==> src/rtl/arb_pkg.sv <==
// Shared constants, state encoding and index decode for the 8-way grant arbiter.
package arb_pkg;

  localparam int NUM_REQ = 8;
  localparam int IDX_W   = 3;

  typedef enum logic {
    IDLE  = 1'b0,
    OWNED = 1'b1
  } arb_state_e;

  // Last-owner value after reset, so requester 0 is searched first.
  localparam logic [IDX_W-1:0] RESET_IDX = 3'd7;

  function automatic logic [NUM_REQ-1:0] idx_decode(input logic [IDX_W-1:0] idx);
    logic [NUM_REQ-1:0] onehot;
    onehot      = {NUM_REQ{1'b0}};
    onehot[idx] = 1'b1;
    return onehot;
  endfunction

endpackage

==> src/rtl/rr_pick8.sv <==
// Round-robin priority search: first set request bit at or after start_i, wrapping 7->0.
module rr_pick8
  import arb_pkg::*;
(
  input  logic [NUM_REQ-1:0] req_i,
  input  logic [IDX_W-1:0]   start_i,
  output logic               any_o,
  output logic [IDX_W-1:0]   winner_o
);

  logic                 found_s;
  logic [IDX_W-1:0]     cand_s;

  // Walk the request vector from start_i upward modulo 8 and keep the first hit.
  always_comb begin
    any_o    = |req_i;
    winner_o = start_i;
    found_s  = 1'b0;
    cand_s   = start_i;
    for (int k = 0; k < NUM_REQ; k++) begin
      cand_s = start_i + IDX_W'(k);
      if (!found_s && req_i[cand_s]) begin
        found_s  = 1'b1;
        winner_o = cand_s;
      end else begin
        found_s  = found_s;
      end
    end
  end

endmodule

==> src/rtl/grant_arbiter8.sv <==
// 8-way round-robin grant arbiter with release/re-arbitration; ARB_TIMEOUT_EN adds hold-limit preemption.
module grant_arbiter8
  import arb_pkg::*;
#(
  parameter int HOLD_MAX = 16
) (
  input  logic               clock,
  input  logic               reset_n,
  input  logic [NUM_REQ-1:0] req,
  input  logic               done,
  output logic [NUM_REQ-1:0] grant,
  output logic [IDX_W-1:0]   grant_idx,
  output logic               grant_valid,
  output logic               timeout
);

  arb_state_e           state_q;
  logic [IDX_W-1:0]     grant_idx_q;
  logic                 timeout_q;

  logic                 pick_any_s;
  logic [IDX_W-1:0]     pick_idx_s;
  logic [IDX_W-1:0]     search_start_s;
  logic                 release_s;
  logic                 preempt_s;
  logic                 rearb_s;

  // Both IDLE and a releasing owner search from one past the last owner.
  assign search_start_s = grant_idx_q + 3'd1;

  rr_pick8 u_pick (
    .req_i    (req),
    .start_i  (search_start_s),
    .any_o    (pick_any_s),
    .winner_o (pick_idx_s)
  );

`ifdef ARB_TIMEOUT_EN
  localparam logic [7:0] HOLD_LAST = 8'(HOLD_MAX - 1);
  logic [7:0] hold_cnt_q;

  // Hold counter restarts on every new grant and counts cycles the owner is kept.
  always_ff @(posedge clock or negedge reset_n) begin
    if (!reset_n) begin
      hold_cnt_q <= 8'd0;
    end else if (rearb_s) begin
      hold_cnt_q <= 8'd0;
    end else begin
      hold_cnt_q <= hold_cnt_q + 8'd1;
    end
  end
`else
  logic [7:0] hold_max_unused_s;
  assign hold_max_unused_s = 8'(HOLD_MAX);
`endif

  // Release, preemption and the resulting re-arbitration decision for this cycle.
  always_comb begin
    release_s = done | ~req[grant_idx_q];
    preempt_s = 1'b0;
`ifdef ARB_TIMEOUT_EN
    if (state_q == OWNED) begin
      preempt_s = ~release_s & (hold_cnt_q == HOLD_LAST);
    end else begin
      preempt_s = 1'b0;
    end
`endif
    case (state_q)
      IDLE:    rearb_s = 1'b1;
      OWNED:   rearb_s = release_s | preempt_s;
      default: rearb_s = 1'b1;
    endcase
  end

  // Ownership FSM; a release with any request pending hands over without an idle gap.
  always_ff @(posedge clock or negedge reset_n) begin
    if (!reset_n) begin
      state_q     <= IDLE;
      grant_idx_q <= RESET_IDX;
      timeout_q   <= 1'b0;
    end else begin
      timeout_q <= preempt_s;
      case (state_q)
        IDLE: begin
          if (pick_any_s) begin
            state_q     <= OWNED;
            grant_idx_q <= pick_idx_s;
          end else begin
            state_q     <= IDLE;
          end
        end
        OWNED: begin
          if (rearb_s && pick_any_s) begin
            grant_idx_q <= pick_idx_s;
          end else if (rearb_s) begin
            state_q     <= IDLE;
          end else begin
            state_q     <= OWNED;
          end
        end
        default: begin
          state_q <= IDLE;
        end
      endcase
    end
  end

  assign grant_valid = (state_q == OWNED);
  assign grant_idx   = grant_idx_q;
  assign grant       = grant_valid ? idx_decode(grant_idx_q) : {NUM_REQ{1'b0}};
  assign timeout     = timeout_q;

endmodule

==> config.mk <==
export PLATFORM = sky130hd
export DESIGN_NAME = grant_arbiter8
export DESIGN_NICKNAME = d
export VERILOG_FILES = /design/src/rtl/arb_pkg.sv /design/src/rtl/rr_pick8.sv /design/src/rtl/grant_arbiter8.sv
export SDC_FILE = /design/constraint.sdc
export NUM_CORES = 1
export LEC_CHECK = 0
export BUFFER_PORTS_ARGS = -buffer_cell sky130_fd_sc_hd__clkbuf_2
export CAP_MARGIN = 20
export CORE_ASPECT_RATIO = 0.9
export CORE_MARGIN = 2
export CORE_UTILIZATION = 52
export DETAILED_ROUTE_END_ITERATION = 12
export PLACE_DENSITY_LB_ADDON = 0.1
export SLEW_MARGIN = 30
export SYNTH_ARGS = -nofsm -noshare
export SYNTH_HDL_FRONTEND = slang
export SYNTH_SLANG_ARGS = --single-unit
==> constraint.sdc <==
create_clock -name clock -period 2.95 [get_ports clock]
set_input_delay 0.295 -clock clock [delete_from_list [all_inputs] [get_ports clock]]
set_output_delay 0.295 -clock clock [all_outputs]
set_load 0.005 [all_outputs]
After elaboration in Yosys (flattened, before gate mapping)
Cells that the tools add are included.
{ "totals": {"register_bits": 4, "inputBits": 11, "word_cells": 86, "out_inout_bits": 13} }
{ "op_classes": {"n_mux": 43, "n_addsub": 8, "n_reduce_logical": 18, "n_lt_le_gt_ge": 10, "eq_ne": 2, "bitwise_logic": 3} }
{ "op_table": {"columns": ["op", "n"], "rows": [
  ["< comparator 3 x 4 -> 1 bit (second input constant)", 9],
  ["binary-select mux 1 bit (select 3 bit)", 9],
  ["2-to-1 mux 3 bit", 9],
  ["2-to-1 mux 1 bit", 20],
  ["adder 3 bit (second input constant)", 4],
  ["logical AND 1 bit", 9],
  ["2-to-1 mux 8 bit", 1],
  ["OR reduction 8 bit", 1],
  ["zero test 1 bit", 7],
  ["adder 3 x 1 -> 3 bit (second input constant)", 2],
  ["adder 3 x 2 -> 3 bit (second input constant)", 2],
  ["one-hot mux 3 bit (2 select lines)", 1],
  ["one-hot mux 1 bit (2 select lines)", 2],
  ["demux 1 bit (select 3 bit)", 1],
  ["greater-or-equal comparator 3 x 1 -> 1 bit (second input constant)", 1],
  ["!= test 2 x 1 -> 1 bit (second input constant)", 1],
  ["!= test 2 bit (second input constant)", 1],
  ["NOT 1 bit", 2],
  ["AND reduction 2 bit", 1],
  ["OR 1 bit", 1]
]} }

Longest topological paths before layout
{ "logic_depth": {"depth_word": 27, "depth_mapped": 13, "ltp_nobuf": 9} }

Cells and area by module
A second synthesis with hierarchy kept.
{ "unflattened": {"cells_unflattened": 133, "hier_area_um2": 1337.5} }
{ "modules_own_cells": {"columns": ["mod", "instances", "area_each_um2", "seq_area_each_um2", "cells_each"], "rows": [
  ["rr_pick8", 1, 954.7, 0.0, 92],
  ["grant_arbiter8", 1, 382.9, 103.8, 41]
]} }

Least setup slack after synthesis
Ideal clock, no wire load.
{ "synth_path": {"kind": "reg2reg", "startpoint": "register grant_idx_q[0], in the netlist grant_idx[0]", "endpoint": "register grant_idx_q[1], in the netlist grant_idx[1]", "setup_time_ns": 0.077, "arrival_ns": 3.071, "required_time_ns": 2.873, "path_buffers": 2, "path_stages_with_launch": 12, "setup_slack_ns": -0.197, "path_cell_list": "dfstp_2 > buf_6 > inv_2 > ha_1 > buf_6 > mux4_2 > mux2_4 > nor2_4 > nand4_4 > o32a_1 > a211o_1 > a21o_1"} }
{ "synth_via": {"elab_chain_cells": 27, "elab_cells_between_ends": 63} }
{ "synth_lines": {"columns": ["element", "line", "text"], "rows": [
  ["from (decl)", "grant_arbiter8.sv:18", "logic [IDX_W-1:0] grant_idx_q;"],
  ["from (signal assigned)", "grant_arbiter8.sv:87", "grant_idx_q <= pick_idx_s;"],
  ["from (signal assigned)", "grant_arbiter8.sv:94", "grant_idx_q <= pick_idx_s;"],
  ["parallel branches: the longest is 27 deep, another holds adder 3 x 1 -> 3 bit", null, null]
]} }
Several ways; the timed one is not identified. The select of a mux whose other input is x is not followed.
A chain may end at the register's enable or synchronous reset.

Final worst setup path
Same ends and word-level chain as after synthesis.

==> run metrics <==
first-pass GRT wire length 6.748 mm; die area 3181 um^2; Post-Layout Cell Count 230; Worst Path Buf+Inv 2; vias post-DR 1,538; Final Hold Vio Count 0; Hold WS 0.3711 ns; Slew Viols, Final 0; Hold Path Class in2async; Post-Synth Simple-Gate Area 0.2848; Initial Util 0.5327; min setup slack post-route 0.02262 ns; CTS Sinks 4; Layout Nets 214; vias per inst 6.687; residual DRC count 0; Inst Count DP 218; main combinational cell family by area after synthesis multiplexers; Antenna Nets Post-Route 0; largest net degree at the start of global routing 33; Ports 24; H-tree levels 1; Chip Height 53.71 um; Max Cap Viol 0; maximum clock path buffer count 2; Seq cells post-synth 4; DRT Pass-1 Iters 4; XOR/XNOR Fraction of Synth Area 0.05697; CP peak stage delay 0.55 ns; die width 59.23 um; area of the core 2680 um^2; vias in the first global route 1,390; Arr. time, crit path 3.12 ns; CP max FO 8; CTS tree built; starting DRC count in detailed routing 88; post-synthesis mux area share 0.2980; outcome completed; Critical Path End Type register; clock-pin slew on the worst setup and hold paths 0.05 ns; CTS root buffer clkbuf_4; Post-Synth Adder-Cell Area 0.01753; clock skew 0.02138 ns; post-synthesis sequential area ratio 0.07274; slowest cell on the critical path dfstp_2; complex-gate fraction of the synthesized area 0.1762; worst slack at placement -0.04262 ns; Area contributors post-synth mux4_2 (16%), mux2i_1 (5.6%), dfstp_2 (5.5%); RSZ-0062 raised after global routing yes; IO Port Bufs 22; cell taking the most area after synthesis mux4_2; # setup viols final 0; crit-path leading delay family multiplexers; total grt overflow 0; fin crit period 2.927 ns; Commonest cells post-synth nand2_1 (12), mux4_2 (10), nor2_1 (10); layout cells sized above 1 0.4150; drt total wl 4.259 mm; Synth top area share 0.1578; Num CTS Buffers 3; Clock Latency Late Sink 0.26 ns; Avg Cell Area, Syn 8.549 um^2; worst-path cell chain inv_4 -> ha_4 -> buf_6 -> mux4_2 -> mux2_4 -> nand2b_4 -> o32a_1 -> a211o_1 -> a21o_1; GPL Wtd Cong 0.8578; final cycle utilization of the critical path 0.9923; num rows 18; ys flop type dfstp_2; Critical Path Stages 9; Mapped Area 1428 um^2; drt wl/cell 18.52 um; top-count cell post-synth nand2_1; Gate Count Post-Synth 167; GRT Resource Usage Total 0.2825; worst-case reg-to-reg path depth 9; area grow syn2layout 20.95%; asr flop ratio synth 1.000; Setup CP Type reg2reg; number of flops mapped to enable cells by yosys 0; worst endpoint required time 3.14 ns; syn_nets 180; initial antenna violation count 0; Max Clk Rate 341.6 MHz; DP HPWL 3.148 mm; antenna cells 0; startpoint types register; Netlist cell types 59; Yosys warnings 0
[worst paths after layout]
path                                          start                       end  slack [ns]
min reg2reg                grant_idx[0]$_DFFE_PN1P_  grant_idx[0]$_DFFE_PN1P_        0.80
max                        grant_idx[0]$_DFFE_PN1P_  grant_idx[1]$_DFFE_PN1P_        0.02
min in group clock                           req[7]     grant_valid$_DFF_PN0_        0.47
max reg2reg                grant_idx[0]$_DFFE_PN1P_  grant_idx[1]$_DFFE_PN1P_        0.02
max in group asynchronous                   reset_n  grant_idx[2]$_DFFE_PN1P_        2.35
min                                         reset_n     grant_valid$_DFF_PN0_        0.37
[metrics by stage]
step,utilization,TNS (ns),area (um^2)
2_1_floorplan,-,-0.02257,1458
3_3_place_gp,0.6036,0,1618
3_5_place_dp,0.6036,-0.04262,1618
4_1_cts,0.6204,0,1663
5_1_grt,0.6443,-0.05055,1727
6_report,0.6443,0,1727
[metal layers]
| layer | track usage | up-vias | routed length, um |
|---|---|---|---|
| met5 | 0 | - | 0 |
| met1 | 0.3873 | 755 | 1983 |
| met4 | 0.04924 | 0 | 54 |
| li1 | - | 716 | - |
| met3 | 0.01683 | 6 | 194 |
| met2 | 0.4963 | 61 | 2026 |
[what timing repair did]
item	4_1_cts	5_1_grt
hold buffers	1	0
endpoints found under the setup margin	1	3
pin swaps	1	3
hold endpoints to repair	1	0
gates resized for setup	1	6
buffers inserted	1	6
[layout by cell type, fill, tap and decap left out, types with 4 or more instances in the layout]
cell,n
nor4b_1,4
nor3_1,7
nor2b_1,4
mux2i_1,7
a21oi_1,9
mux4_2,10
mux2_2,6
nor4_1,8
buf_4,23
o21ai_0,6
nor2_1,10
nand2_1,12
clkbuf_2,22
[state kept, by name, indices dropped and copies added (netlist names)]
register,count
grant_idx,3
grant_valid,1
[layout make-up]
class | instances | area (um^2)
clock buffers | 4 | 26.28
fillers | 262 | 953.4
inverters | 5 | 21.27
multi-input cells | 140 | 1234
flip-flops and latches | 4 | 103.9
well taps | 30 | 37.54
repair buffers | 47 | 304.0
[kinds of logic after synthesis]
kind of cell | count (synthesis)
AO/OA/AOI/OAI | 36
XOR/XNOR | 6
adder cells (fa/ha/maj) | 2
buffers and inverters | 23
flip-flops | 4
multiplexers | 28
other | 1
AND/OR/NAND/NOR | 67
Power is left out: the tool's default activity adds up to more than one toggle a clock period on the data nets, which glitch-free logic cannot reach.
